**src/rtl/noc_pkg.sv**
```systemverilog
// Shared NoC definitions: credit-counter sizing, the holding-register state
// encoding and the flit bundle used on router local ports.
package noc_pkg;

   // Bits needed to hold any credit count from 0 up to and including depth.
   function automatic int credit_w(input int depth);
      return $clog2(depth + 1);
   endfunction

   // Holding register of an injection stage: empty, or loaded with a beat.
   typedef enum logic {
      HOLD_EMPTY  = 1'b0,
      HOLD_LOADED = 1'b1
   } hold_state_e;

   // Flit bundle at the default NoC widths. Blocks built with other widths
   // declare a bundle of the same shape from their own parameters.
   localparam int NOC_FLIT_W = 32;
   localparam int NOC_DEST_W = 6;

   typedef struct packed {
      logic [NOC_FLIT_W-1:0] data;
      logic [NOC_DEST_W-1:0] dest;
      logic                  is_tail;
   } flit_t;

endpackage

```
**src/rtl/noc_credit_counter.sv**
```systemverilog
// Credit counter for credit-based links: starts full, decrements on each
// flit sent, increments on each credit returned, saturates at DEPTH and
// raises a sticky overflow flag if a credit arrives while already full.
module noc_credit_counter
   import noc_pkg::*;
#(
   parameter int DEPTH = 8,
   parameter int CNT_W = credit_w(DEPTH)
) (
   input  logic             clk,
   input  logic             rst_n,
   input  logic             inc,
   input  logic             dec,
   output logic [CNT_W-1:0] count,
   output logic             err_overflow
);

   localparam logic [CNT_W-1:0] MAX_COUNT = CNT_W'(DEPTH);

   logic [CNT_W-1:0] count_q, count_d;
   logic             err_q, err_d;

   // Next count: simultaneous inc and dec cancel; a surplus credit saturates.
   always_comb begin
      // NOTE: every variable gets its default before the case, so no path
      // leaves it unassigned and no latch is inferred.
      count_d = count_q;
      err_d   = err_q;
      unique case ({inc, dec})
         2'b10: begin
            if (count_q == MAX_COUNT) err_d = 1'b1;
            else                      count_d = count_q + CNT_W'(1);
         end
         2'b01:   count_d = count_q - CNT_W'(1);
         default: ;
      endcase
   end

   // Count and sticky flag registers; reset returns the link to full credit.
   always_ff @(posedge clk or negedge rst_n) begin
      // NOTE: non-blocking assignments so every flop samples pre-edge values.
      if (!rst_n) begin
         count_q <= MAX_COUNT;
         err_q   <= 1'b0;
      end else begin
         count_q <= count_d;
         err_q   <= err_d;
      end
   end

   assign count        = count_q;
   assign err_overflow = err_q;

endmodule

```
**src/rtl/axis_flit_injector.sv**
```systemverilog
// AXI-Stream to router local-port injector. Each accepted beat is held and
// sent as SERIALIZATION_FACTOR flits, least-significant slice first, one per
// cycle while the downstream buffer has credit.
module axis_flit_injector
   import noc_pkg::*;
#(
   parameter int TDATA_WIDTH          = 128,
   parameter int DEST_WIDTH           = 6,
   parameter int SERIALIZATION_FACTOR = 4,
   parameter int FLIT_WIDTH           = TDATA_WIDTH / SERIALIZATION_FACTOR,
   parameter int FLIT_BUFFER_DEPTH    = 8
) (
   input  logic                                    clk_noc,
   input  logic                                    rst_n,
   input  logic                                    axis_tvalid,
   output logic                                    axis_tready,
   input  logic [TDATA_WIDTH-1:0]                  axis_tdata,
   input  logic                                    axis_tlast,
   input  logic [DEST_WIDTH-1:0]                   axis_tdest,
   output logic [FLIT_WIDTH-1:0]                   data_out,
   output logic [DEST_WIDTH-1:0]                   dest_out,
   output logic                                    is_tail_out,
   output logic                                    send_out,
   input  logic                                    credit_in,
   output logic [credit_w(FLIT_BUFFER_DEPTH)-1:0]  credit_count,
   output logic                                    err_credit_overflow
);

   localparam int              IDX_W    = (SERIALIZATION_FACTOR > 1) ? $clog2(SERIALIZATION_FACTOR) : 1;
   localparam logic [IDX_W-1:0] LAST_IDX = IDX_W'(SERIALIZATION_FACTOR - 1);

   typedef struct packed {
      logic [FLIT_WIDTH-1:0] data;
      logic [DEST_WIDTH-1:0] dest;
      logic                  is_tail;
   } out_flit_t;

   hold_state_e            state_q, state_d;
   logic [IDX_W-1:0]       idx_q, idx_d;
   logic [TDATA_WIDTH-1:0] hold_data_q, hold_data_d;
   logic [DEST_WIDTH-1:0]  hold_dest_q, hold_dest_d;
   logic                   hold_last_q, hold_last_d;
   out_flit_t              flit_q, flit_d;
   logic                   send_q, send_d;
   logic                   ready_en_q, ready_en_d;

   logic hold_valid;
   logic at_last;
   logic emit;
   logic accept;

   // Emit depends only on registered state, never on credit_in directly.
   assign hold_valid  = (state_q == HOLD_LOADED);
   assign at_last     = (idx_q == LAST_IDX);
   assign emit        = hold_valid && (credit_count != '0);
   // A beat may load while the last slice of the previous one leaves.
   assign axis_tready = ready_en_q && (!hold_valid || (emit && at_last));
   assign accept      = axis_tvalid && axis_tready;

   // Next-state for the holding register, slice index and output flit.
   always_comb begin
      state_d     = state_q;
      idx_d       = idx_q;
      hold_data_d = hold_data_q;
      hold_dest_d = hold_dest_q;
      hold_last_d = hold_last_q;
      flit_d      = flit_q;
      send_d      = 1'b0;
      ready_en_d  = 1'b1;
      if (emit) begin
         flit_d.data    = hold_data_q[int'(idx_q)*FLIT_WIDTH +: FLIT_WIDTH];
         flit_d.dest    = hold_dest_q;
         flit_d.is_tail = hold_last_q && at_last;
         send_d         = 1'b1;
         if (at_last) begin
            idx_d   = '0;
            state_d = HOLD_EMPTY;
         end else begin
            idx_d = idx_q + IDX_W'(1);
         end
      end
      if (accept) begin
         hold_data_d = axis_tdata;
         hold_dest_d = axis_tdest;
         hold_last_d = axis_tlast;
         idx_d       = '0;
         state_d     = HOLD_LOADED;
      end
   end

   // State registers; reset discards any held beat and partial flits.
   always_ff @(posedge clk_noc or negedge rst_n) begin
      if (!rst_n) begin
         state_q     <= HOLD_EMPTY;
         idx_q       <= '0;
         // NOTE: the payload register is reset as well, so no output ever
         // carries X after reset.
         hold_data_q <= '0;
         hold_dest_q <= '0;
         hold_last_q <= 1'b0;
         flit_q      <= '0;
         send_q      <= 1'b0;
         ready_en_q  <= 1'b0;
      end else begin
         state_q     <= state_d;
         idx_q       <= idx_d;
         hold_data_q <= hold_data_d;
         hold_dest_q <= hold_dest_d;
         hold_last_q <= hold_last_d;
         flit_q      <= flit_d;
         send_q      <= send_d;
         ready_en_q  <= ready_en_d;
      end
   end

   noc_credit_counter #(
      .DEPTH (FLIT_BUFFER_DEPTH)
   ) u_credit (
      .clk          (clk_noc),
      .rst_n        (rst_n),
      .inc          (credit_in),
      .dec          (emit),
      .count        (credit_count),
      .err_overflow (err_credit_overflow)
   );

   assign data_out    = flit_q.data;
   assign dest_out    = flit_q.dest;
   assign is_tail_out = flit_q.is_tail;
   assign send_out    = send_q;

endmodule
```
**config.mk**
```make
export PLATFORM = sky130hd
export DESIGN_NAME = axis_flit_injector
export DESIGN_NICKNAME = d
export VERILOG_FILES = /design/src/rtl/noc_pkg.sv /design/src/rtl/noc_credit_counter.sv /design/src/rtl/axis_flit_injector.sv
export SDC_FILE = /design/constraint.sdc
export NUM_CORES = 1
export LEC_CHECK = 0
export ABC_AREA = 1
export CAP_MARGIN = 20
export CORE_AREA = 2 2 130 132
export DETAILED_ROUTE_END_ITERATION = 6
export DIE_AREA = 0 0 132 134
export GPL_TIMING_DRIVEN = 0
export PLACE_DENSITY = 0.79
export SYNTH_ARGS = -nofsm -noshare
export SYNTH_HDL_FRONTEND = slang
export SYNTH_SLANG_ARGS = --single-unit
```
**constraint.sdc**
```tcl
create_clock -name clk_noc -period 2 [get_ports clk_noc]
set_input_delay 0.3 -clock clk_noc [delete_from_list [all_inputs] [get_ports clk_noc]]
set_output_delay 0.3 -clock clk_noc [all_outputs]
set_load 0.01 [all_outputs]
```
==> results.sh <==
export IMPL_synthSimpleGateAreaFrac=0.234
export IMPL_synth_xor_area_share=0.00329
export IMPL_cts_root_buf="clkbuf_16"
export IMPL_final_cell_mix="nand2_1 (215), dfrtp_1 (182), clkdlybuf4s50_1 (181)"
export IMPL_cp_required_ns=1.70
export IMPL_timing_rr_start="u_credit.count[3]$_DFFE_PN1P_"
export IMPL_drtPass1Iterations=5
export IMPL_synth_compound_area_share=0.122
export IMPL_nets=1311
export IMPL_dp_hpwl_um=16700
export IMPL_syn_nets=1097
export IMPL_period_share=1.01
export IMPL_crit_fanout=3
export IMPL_power_density_nw_per_um2=1580
export IMPL_rsz0062_at_grt="true"
export IMPL_min_path_type="input port to register"
export IMPL_clkTransAtPathRegs_ns=0.07
export IMPL_fillers=1353
export IMPL_wl_met3_um=1610
export IMPL_grt_overflow=0
export IMPL_ys_seq_area_frac=0.576
export IMPL_synth_cell_types=23
export IMPL_row_count=47
export IMPL_synth_top_area_cell="dfrtp_1"
export IMPL_netlist_instances=956
export IMPL_synth_area_leaders="dfrtp_1 (57%), nand2_1 (10%), nor2_1 (6.5%)"
export IMPL_seq_area_um2=4610
export IMPL_avgSynthCellArea_um2=8.36
export IMPL_endpoint_kind="primary output"
export IMPL_wire_per_inst_um=17.1
export IMPL_cts_buffer_depth=2
export IMPL_fmax_mhz=493
export IMPL_leakage_nw=5.21
export IMPL_hold_viol=0
export IMPL_io_buffers=183
export IMPL_core_area_um2=16300
export IMPL_slowest_stage="dfstp_2"
export IMPL_antenna_found_initial=0
export IMPL_reg2reg_to="hold_data_q[5]$_DFFE_PN0P_"
export IMPL_violations="setup timing"
export IMPL_cts_buffers=17
export IMPL_synth_warnings=0
export IMPL_critPathMaxStageDelay_ns=0.55
export IMPL_viasPerCell=5.32
export IMPL_max_vdd_ir_drop_mv=0.743
export IMPL_initial_core_util=0.491
export IMPL_synthMuxAreaShare=0
export IMPL_final_antenna_net_count=0
export IMPL_crit_buf_inv=3
export IMPL_hp_start="axis_tdata[20]"
export IMPL_syn_to_final_growth_pct=37.2
export IMPL_maxSlewViolCount=0
export IMPL_setup_tns_ns=-0.0274
export IMPL_cpMostUsedCell="nand2_4"
export IMPL_grt_max_degree=98
export IMPL_grt_pass1_wl_um=37600
export IMPL_syn_area_um2=7990
export IMPL_reg2reg_depth=12
export IMPL_drt_wl_total_um=24000
export IMPL_r2r_slack_ns=0.06
export IMPL_final_cells=1403
export IMPL_die_w_um=132
export IMPL_arrival_ns=1.73
export IMPL_met1_length_um=10200
export IMPL_drive_gt1_frac=0.0811
export IMPL_synth_top_area_frac=0.573
export IMPL_layout_min_cycle_time_ns=2.03
export IMPL_start_kind="register"
export IMPL_grtUsageTotal=0.277
export IMPL_route_met2_wl_um=11700
export IMPL_crit_chain="nor2_2 > nand2_2 > nand2_4 > clkinv_4 > nand2_4 > a21boi_4 > clkbuf_8 > buf_6"
export IMPL_antennaDiodeCount=0
export IMPL_place_ws_ns=-0.887
export IMPL_crit_type="register to primary output"
export IMPL_outcome="finished, violations left"
export IMPL_synth_seq_cells=184
export IMPL_placed_cells=1360
export IMPL_tightestPinTransition_ns=0.651
export IMPL_top_layer="met4"
export IMPL_drc_errors=0
export IMPL_synth_top_family_by_area="simple AND/OR/NAND/NOR gates"
export IMPL_fin_ws_ns=-0.0274
export IMPL_htreeDepth=4
export IMPL_cts_sinks=184
export IMPL_skew_ns=0.00814
export IMPL_dr_first_iter_drc_count=681
export IMPL_synth_adder_area_share=0.00313
export IMPL_slew_limit_headroom=0.566
export IMPL_path_delay_family="flip-flops"
export IMPL_holdPathStages=3
export IMPL_final_common_cell="nand2_1"
export IMPL_pin_count=185
export IMPL_setup_viol=1
export IMPL_cts_tree="yes"
export IMPL_die_area_um2=17700
export IMPL_finalPower_mw=17.3
export IMPL_die_h_um=134
export IMPL_worstSkewPairLatency_ns=0.43
export IMPL_vias=7470
export IMPL_gp_congestion=0.852
export IMPL_grt_pass1_vias=7270
export IMPL_min_to="hold_data_q[20]$_DFFE_PN0P_"
export IMPL_drv_cap=0
export IMPL_multiInputGateArea_um2=2960
[cells by family after synthesis]
group                      Yosys count
and+or+nand+nor                    461
AOI/OAI and AO/OA                  183
adders and majority gates            2
xor gates and xnor gates             3
DFF                                184
buffers and inverters              122
other                                1
[registers in the layout (all words and copies together) (netlist names)]
name and count:
idx_q 2, u_credit.err_overflow 1, hold_last_q 1, u_credit.count 4, hold_data_q 128, dest_out 6, data_out 32, ready_en_q 1
hold_dest_q 6, hold_valid 1, send_out 1, is_tail_out 1
[through the flow]
step	hold slack (ns)	area, µm²	utilization
after global routing	0.426	11000	0.673
after CTS	0.405	10900	0.669
final	0.413	11000	0.673
after global placement	0.456	10100	0.620
after floorplan	0.00441	7990	-
after detailed placement	0.352	10100	0.622
[worst max path at each step]
stage,from,end,slack (ns),cells after the start
finish,u_credit.count[3]$_DFFE_PN1P_,axis_tready,-0.03,8
global route,u_credit.count[3]$_DFFE_PN1P_,axis_tready,-0.08,8
CTS,u_credit.count[3]$_DFFE_PN1P_,axis_tready,-0.07,8
detailed placement,u_credit.count[3]$_DFFE_PN1P_,axis_tready,-0.89,8
global placement,rst_n,hold_data_q[44]$_DFFE_PN0P_,-6.90,1
floorplan,u_credit.count[3]$_DFFE_PN1P_,hold_data_q[80]$_DFFE_PN0P_,0.11,11
[what timing repair did]
action,in CTS,in global routing
hold endpoints to repair,87,0
setup buffers,8,2
gates resized for setup,38,25
pin swaps,3,1
cloned,0,0
hold buffers,1,0
endpoints found under the setup margin,170,153
[report_power, final]
group,internal [mW],total (mW),leakage (nW),switching [mW]
combinational,3.07,7.29,2.74,4.22
clock,2.10,3.51,0.293,1.41
sequential,5.55,6.50,2.18,0.950
total,10.7,17.3,5.21,6.59
[synth_stat cells]
master / instances
nand2_2: 3
nor3_1: 1
clkbuf_1: 47
xor2_1: 2
nand3_1: 101
nor2_1: 138
o21bai_1: 1
inv_2: 1
a31oi_1: 32
nand4_1: 2
nand2_1: 216
buf_2: 20
inv_1: 52
o211ai_1: 2
a21oi_1: 72
ha_1: 2
o21ai_0: 75
conb_1: 1
dfrtp_1: 183
xnor2_1: 1
dfstp_2: 1
a21boi_4: 1
buf_1: 2
[layout make-up]
cell class,instances,area share
Clock inverter,7,0.0105
Timing Repair Buffer,195,0.178
Tap cell,220,0.0251
Clock buffer,25,0.0452
Buffer,69,0.0318
Multi-Input combinational cell,650,0.270
Inverter,53,0.0186
Sequential cell,184,0.420
[tightest hold or removal path, stage by stage]
cell	delay (ns)
clkdlybuf4s50_1	0.39
nand3_1	0.08
nand2_1	0.04
[layer usage]
metal,vias up,GRT usage
li1,3535,-
met1,3604,0.369
met2,292,0.455
met3,39,0.0533
met4,0,0.0996
met5,-,0
Power figures use the tool's default switching activity.
==> RTL edit 1: new RTL, same settings <==
`hold_data_q` no longer has a reset.
--- a/src/rtl/axis_flit_injector.sv
+++ b/src/rtl/axis_flit_injector.sv
@@ -96,5 +96,4 @@
          // NOTE: the payload register is reset as well, so no output ever
          // carries X after reset.
-         hold_data_q <= '0;
          hold_dest_q <= '0;
          hold_last_q <= 1'b0;
@@ -105,5 +104,4 @@
          state_q     <= state_d;
          idx_q       <= idx_d;
-         hold_data_q <= hold_data_d;
          hold_dest_q <= hold_dest_d;
          hold_last_q <= hold_last_d;
@@ -112,4 +110,8 @@
          ready_en_q  <= ready_en_d;
       end
+   end
+
+   always_ff @(posedge clk_noc) begin
+      hold_data_q <= hold_data_d;
    end
 
Check against the original RTL: no difference found for any inputs over 10 cycles, from zero or initial values and one cycle with rst_n low; that may be too few to reach the edited logic, so the function may still have changed.
==> RTL edit 1 against the unedited design <==
Critical path depth shrank 6. Area after synthesis shrank 13%. Routed wire length shrank 26%. Sequential cell count is the same. Total power shrank 20%. Design area shrank 9.4%. Worst setup slack gained 0.10 ns. Hold slack lost 0.047 ns.
==> RTL edit 1: results (changes against the unedited design) <==
\begin{tabular}{lr}
\hline
Metric & Value \\
\hline
\multicolumn{2}{l}{\textbf{Status}} \\
Outcome & completed \\
\multicolumn{2}{l}{\textbf{Timing}} \\
Clock Skews & 0.00948 ns (+0.00134 ns) \\
Transition time at the pin with the least slew margin & 0.656 ns (+0.00433 ns) \\
\multicolumn{2}{l}{\textbf{Finish}} \\
Fraction of layout instances using a drive strength above 1 & 8.86\% (+0.75 points) \\
Post-layout net count & 929 (-29\%) \\
\multicolumn{2}{l}{\textbf{Synthesis}} \\
Synthesized Nets & 710 (-35\%) \\
Cell types with the largest area share after synthesis & sky130\_fd\_sc\_hd\_\_edfxtp\_1 (55\%), sky130\_fd\_sc\_hd\_\_dfrtp\_1 (20\%), sky130\_fd\_sc\_hd\_\_nor2\_1 (8.8\%) \\
Netlist cell types & 30 (+30\%) \\
Number of flops mapped to enable cells by yosys & 128 (+128) \\
Fraction of the mapped netlist area in compound gates & 8.92\% (-3.3 points) \\
Xor-xnor portion of the synthesized cell area & 0.251\% (-0.078 points) \\
Ranking of synthesized cells by instance count & sky130\_fd\_sc\_hd\_\_nor2\_1 (163), sky130\_fd\_sc\_hd\_\_edfxtp\_1 (128), sky130\_fd\_sc\_hd\_\_o21ai\_0 (72) \\
Async set-or-reset flop fraction in the synthesized netlist & 30.4\% (-70 points) \\
\multicolumn{2}{l}{\textbf{Worst hold path}} \\
Worst min-delay path category & primary input to async pin \\
\multicolumn{2}{l}{\textbf{Power}} \\
Total leakage power & 3.70 nW (-29\%) \\
Power share of the clock group & 23.4\% (+3.1 points) \\
Portion of total power attributed to sequential cells & 39.0\% (+1.4 points) \\
Peak supply drop & 691 µV (-7.0\%) \\
Design internal power & 9.11 mW (-15\%) \\
\multicolumn{2}{l}{\textbf{GRT}} \\
Vias in the first global route & 5016 (-31\%) \\
Wire length of the first global-routing pass & 26400 µm (-30\%) \\
Largest net degree at the start of global routing & 70 (-29\%) \\
Global Route Usage Sum & 20.0\% (-7.7 points) \\
\multicolumn{2}{l}{\textbf{CTS}} \\
Setup repair bufs after CTS & 6 (-2) \\
Post-CTS resize count & 9 (-76\%) \\
Root Driver & sky130\_fd\_sc\_hd\_\_clkbuf\_16 \\
\multicolumn{2}{l}{\textbf{Critical path}} \\
Count of cells along the worst register-to-register path & 10 (-2) \\
Slack of the worst reg-to-reg path & 0.11 ns (+0.05 ns) \\
Arrival time at the worst endpoint & 1.62 ns (-0.11 ns) \\
Worst path top cell family by delay & buffers and inverters \\
Reg2Reg Capture Point & hold\_data\_q[92]\$\_DFFE\_PP\_ \\
\multicolumn{2}{l}{\textbf{Placement}} \\
Post-placement worst setup slack & -0.360 ns (+0.527 ns) \\
Half-perimeter wire length after detailed placement & 11600 µm (-30\%) \\
Placer's final routability congestion estimate & 0.809 (-5.1\%) \\
Placed cell areas & 9130 µm² (-9.9\%) \\
Count of port buffers added during placement & 184 (+0.55\%) \\
\multicolumn{2}{l}{\textbf{Routing}} \\
Starting DRT DRC Count & 368 (-46\%) \\
Drt total wl & 17700 µm (-26\%) \\
\hline
\end{tabular}
## RTL edit 1: stage by stage
step / hold WS [ns] / setup TNS (ns) / utilization [%] / std cells / power (mW)
after floorplan: 0.00441 / -11.53 / - / 569 / 8.16
after global placement: 0.448 / -115.13 / 55.9 / 973 / 10.3
after detailed placement: 0.296 / -46.86 / 56.0 / 974 / 10.4
after CTS: 0.369 / 0 / 60.1 / 1014 / 13.8
after global routing: 0.408 / 0 / 60.9 / 1021 / 14.7
final: 0.366 / 0 / 60.9 / 1021 / 13.9
## RTL edit 1: metal layers
| metal | routed length, µm | part of all wire (%) | vias to the layer above | track usage [%] |
|---|---|---|---|---|
| met5 | 0 | 0 | - | 0 |
| met4 | 478 | 2.7 | 0 | 9.18 |
| met3 | 1240 | 7.0 | 30 | 4.65 |
| met2 | 8750 | 49 | 217 | 33.5 |
| met1 | 7240 | 41 | 2429 | 24.7 |
| li1 | - | - | 2418 | - |
## RTL edit 1: final cells by class
type	instances	area (µm²)
Fill cell	1273	6360
Clock buffer	24	520
Tap cell	220	275
Inverter	17	78.8
Multi-Input combinational cell	338	1550
Clock inverter	8	56.3
Sequential cell	184	5250
Timing Repair Buffer	200	2060
Buffer	30	139
## RTL edit 1: worst max path at each step
stage                                        from                         to  slack [ns]  cells after the start
floorplan           u_credit.count[3]$_DFFE_PN1P_   hold_data_q[0]$_DFFE_PP_       -0.09                     10
global placement                            rst_n   data_out[20]$_DFFE_PN0P_       -1.31                      1
detailed placement  u_credit.count[3]$_DFFE_PN1P_  hold_data_q[74]$_DFFE_PP_       -0.36                     10
CTS                 u_credit.count[3]$_DFFE_PN1P_  hold_data_q[17]$_DFFE_PP_       0.009                     10
global route        u_credit.count[0]$_DFFE_PN0P_                axis_tready        0.02                      8
finish              u_credit.count[3]$_DFFE_PN1P_            credit_count[3]        0.08                      2
==> RTL edit 2: new RTL, config.mk and constraints unchanged <==
Without the edit above. Register the output `credit_count`, cleared by the reset; this adds one clock of latency there. The other outputs are not delayed to match.
--- a/src/rtl/axis_flit_injector.sv
+++ b/src/rtl/axis_flit_injector.sv
@@ -36,4 +36,6 @@
    } out_flit_t;
 
+   logic [credit_w(FLIT_BUFFER_DEPTH)-1:0] credit_count_d;
+
    hold_state_e            state_q, state_d;
    logic [IDX_W-1:0]       idx_q, idx_d;
@@ -53,5 +55,5 @@
    assign hold_valid  = (state_q == HOLD_LOADED);
    assign at_last     = (idx_q == LAST_IDX);
-   assign emit        = hold_valid && (credit_count != '0);
+   assign emit        = hold_valid && (credit_count_d != '0);
    // A beat may load while the last slice of the previous one leaves.
    assign axis_tready = ready_en_q && (!hold_valid || (emit && at_last));
@@ -121,5 +123,5 @@
       .inc          (credit_in),
       .dec          (emit),
-      .count        (credit_count),
+      .count        (credit_count_d),
       .err_overflow (err_credit_overflow)
    );
@@ -130,3 +132,11 @@
    assign send_out    = send_q;
 
+   always_ff @(posedge clk_noc or negedge rst_n) begin
+      if (!rst_n) begin
+         credit_count <= '0;
+      end else begin
+         credit_count <= credit_count_d;
+      end
+   end
+
 endmodule
Behaviour: not the same (a bounded check fails within 4 cycles, from zero or initial values and one cycle with rst_n low).
==> RTL edit 2 against the unedited design <==
The run still ends with negative setup slack left. Sequential cell count grew 4. Design area is 1.0% higher. Critical path depth unchanged. Worst setup slack gained 0.024 ns. Non-clock buffer count increased by 2. Maximum frequency grew 1.2%. Routed wire length about the same. Total power rose by 0.19%. Die area did not move. Hold slack better by 0.0014 ns. Final cell count increased by 0.57%. Synthesized cell count rose by 0.52%. Core utilization grew 0.68 points. Area after synthesis grew 1.3%. Highest routed layer unchanged.
==> RTL edit 2: results (changes against the unedited design) <==
\begin{tabular}{lr}
\hline
Metric & Value \\
\hline
\multicolumn{2}{l}{\textbf{Timing}} \\
Count of final setup violators & 1 (unchanged) \\
Setup Total Neg Slack & -0.00357 ns (+0.0239 ns) \\
Clock Skews & 0.00881 ns (+0.000673 ns) \\
Worst path setup slack after routing & -0.00357 ns (+0.0239 ns) \\
\multicolumn{2}{l}{\textbf{Finish}} \\
Number of standard cells in the final layout excluding fillers & 1411 (+0.57\%) \\
Number of filler cells placed in the layout & 1336 (-1.3\%) \\
Post-layout net count & 1318 (+0.53\%) \\
\multicolumn{2}{l}{\textbf{GRT}} \\
Fraction of met1 tracks used by global routing & 37.0\% (+0.14 points) \\
Met3 capacity usage during global routing & 4.88\% (-0.45 points) \\
Global Route Usage Sum & 28.0\% (+0.37 points) \\
Largest net degree at the start of global routing & 96 (-2.0\%) \\
Vias in the first global route & 7545 (+3.8\%) \\
\multicolumn{2}{l}{\textbf{Routing}} \\
Starting DRT DRC Count & 658 (-3.4\%) \\
Routed wl met2 & 11900 µm (+2.3\%) \\
Vias post-DR & 7559 (+1.2\%) \\
Drt total wl & 24000 µm (about the same) \\
Length of routed wiring on met1 & 9950 µm (-2.8\%) \\
\multicolumn{2}{l}{\textbf{Synthesis}} \\
Part of the Yosys area used for sequential elements & 58.2\% (+0.52 points) \\
Cell types with the largest area share after synthesis & sky130\_fd\_sc\_hd\_\_dfrtp\_1 (58\%), sky130\_fd\_sc\_hd\_\_nand2\_1 (10\%), sky130\_fd\_sc\_hd\_\_nor2\_1 (6.5\%) \\
Synthesized Nets & 1102 (+0.46\%) \\
\multicolumn{2}{l}{\textbf{CTS}} \\
Setup repair bufs after CTS & 7 (-1) \\
Post-CTS resize count & 40 (+5.3\%) \\
\multicolumn{2}{l}{\textbf{Status}} \\
Failing checks & negative setup slack \\
Outcome & finished, violations left \\
\multicolumn{2}{l}{\textbf{Placement}} \\
Placed cell areas & 10200 µm² (+0.99\%) \\
Placer's final routability congestion estimate & 0.884 (+3.7\%) \\
\multicolumn{2}{l}{\textbf{Critical path}} \\
Arrival time at the worst endpoint & 1.70 ns (-0.03 ns) \\
\multicolumn{2}{l}{\textbf{Power}} \\
Cell Pwr Density & 1570 nW/µm² (-0.82\%) \\
Peak supply drop & 786 µV (+5.7\%) \\
\hline
\end{tabular}
## RTL edit 2: cell types whose count changed after synthesis, sizes merged
| cell | unedited run | this run |
|---|---|---|
| dfrtp | 183 | 187 |
| nor2 | 138 | 140 |
| xor2 | 2 | 1 |
| o21ai | 75 | 74 |
| a22oi | 0 | 1 |
## RTL edit 2: cell families after synthesis
logic type | count (synthesis) | synth area share (%)
simple gates | 463 | 23.2
flops | 188 | 58.2
fa+ha+maj | 2 | 0.309
xor+xnor | 2 | 0.217
compound gates | 183 | 12.1
buf+inv | 122 | 5.95
other cells | 1 | 0.0463
## RTL edit 2: path summary, 6_finish.rpt
check | from | endpoint | slack [ns] | cells after the start
max | u_credit.count[3]$_DFFE_PN1P_ | axis_tready | -0.004 | 8
min | axis_tdata[74] | hold_data_q[74]$_DFFE_PN0P_ | 0.41 | 3
max reg2reg | u_credit.count[3]$_DFFE_PN1P_ | hold_data_q[15]$_DFFE_PN0P_ | 0.06 | 11
min reg2reg | hold_data_q[110]$_DFFE_PN0P_ | hold_data_q[110]$_DFFE_PN0P_ | 0.47 | 2
max in group asynchronous | rst_n | hold_data_q[14]$_DFFE_PN0P_ | 0.64 | 3
min in group asynchronous | rst_n | hold_dest_q[3]$_DFFE_PN0P_ | 0.46 | 2
## RTL edit 2: stage by stage
stage          worst slack, ns  utilization [%]
4_1_cts                -0.0547             67.5
3_5_place_dp            -0.802             62.8
2_1_floorplan            0.153                -
5_1_grt                -0.0720             68.0
6_report              -0.00357             68.0
3_3_place_gp             -6.99             62.6
## RTL edit 2: area by class of cell
cell class / count / area [µm²] / share of cell area [%]
diodes: 1 / 2.50 / 0.0226
plain buffers: 69 / 363 / 3.28
clock buffers: 21 / 480 / 4.34
clock inverters: 11 / 140 / 1.27
inverters: 53 / 204 / 1.84
multi-input cells: 651 / 2930 / 26.5
flip-flops and latches: 188 / 4710 / 42.5
well taps: 220 / 275 / 2.49
repair buffers: 197 / 1970 / 17.8
## RTL edit 2: worst reg2reg max path, cell delays in order, from the launching register on
cell                       delay [ns]
sky130_fd_sc_hd__dfstp_2         0.54
sky130_fd_sc_hd__nor2_2          0.04
sky130_fd_sc_hd__nand2_2         0.09
sky130_fd_sc_hd__nand2_4         0.06
sky130_fd_sc_hd__clkinv_4        0.07
sky130_fd_sc_hd__nand2_4         0.05
sky130_fd_sc_hd__a21boi_4        0.17
sky130_fd_sc_hd__buf_6           0.16
sky130_fd_sc_hd__buf_4           0.18
sky130_fd_sc_hd__buf_2           0.29
sky130_fd_sc_hd__nand3_1         0.13
sky130_fd_sc_hd__nand2_1         0.09
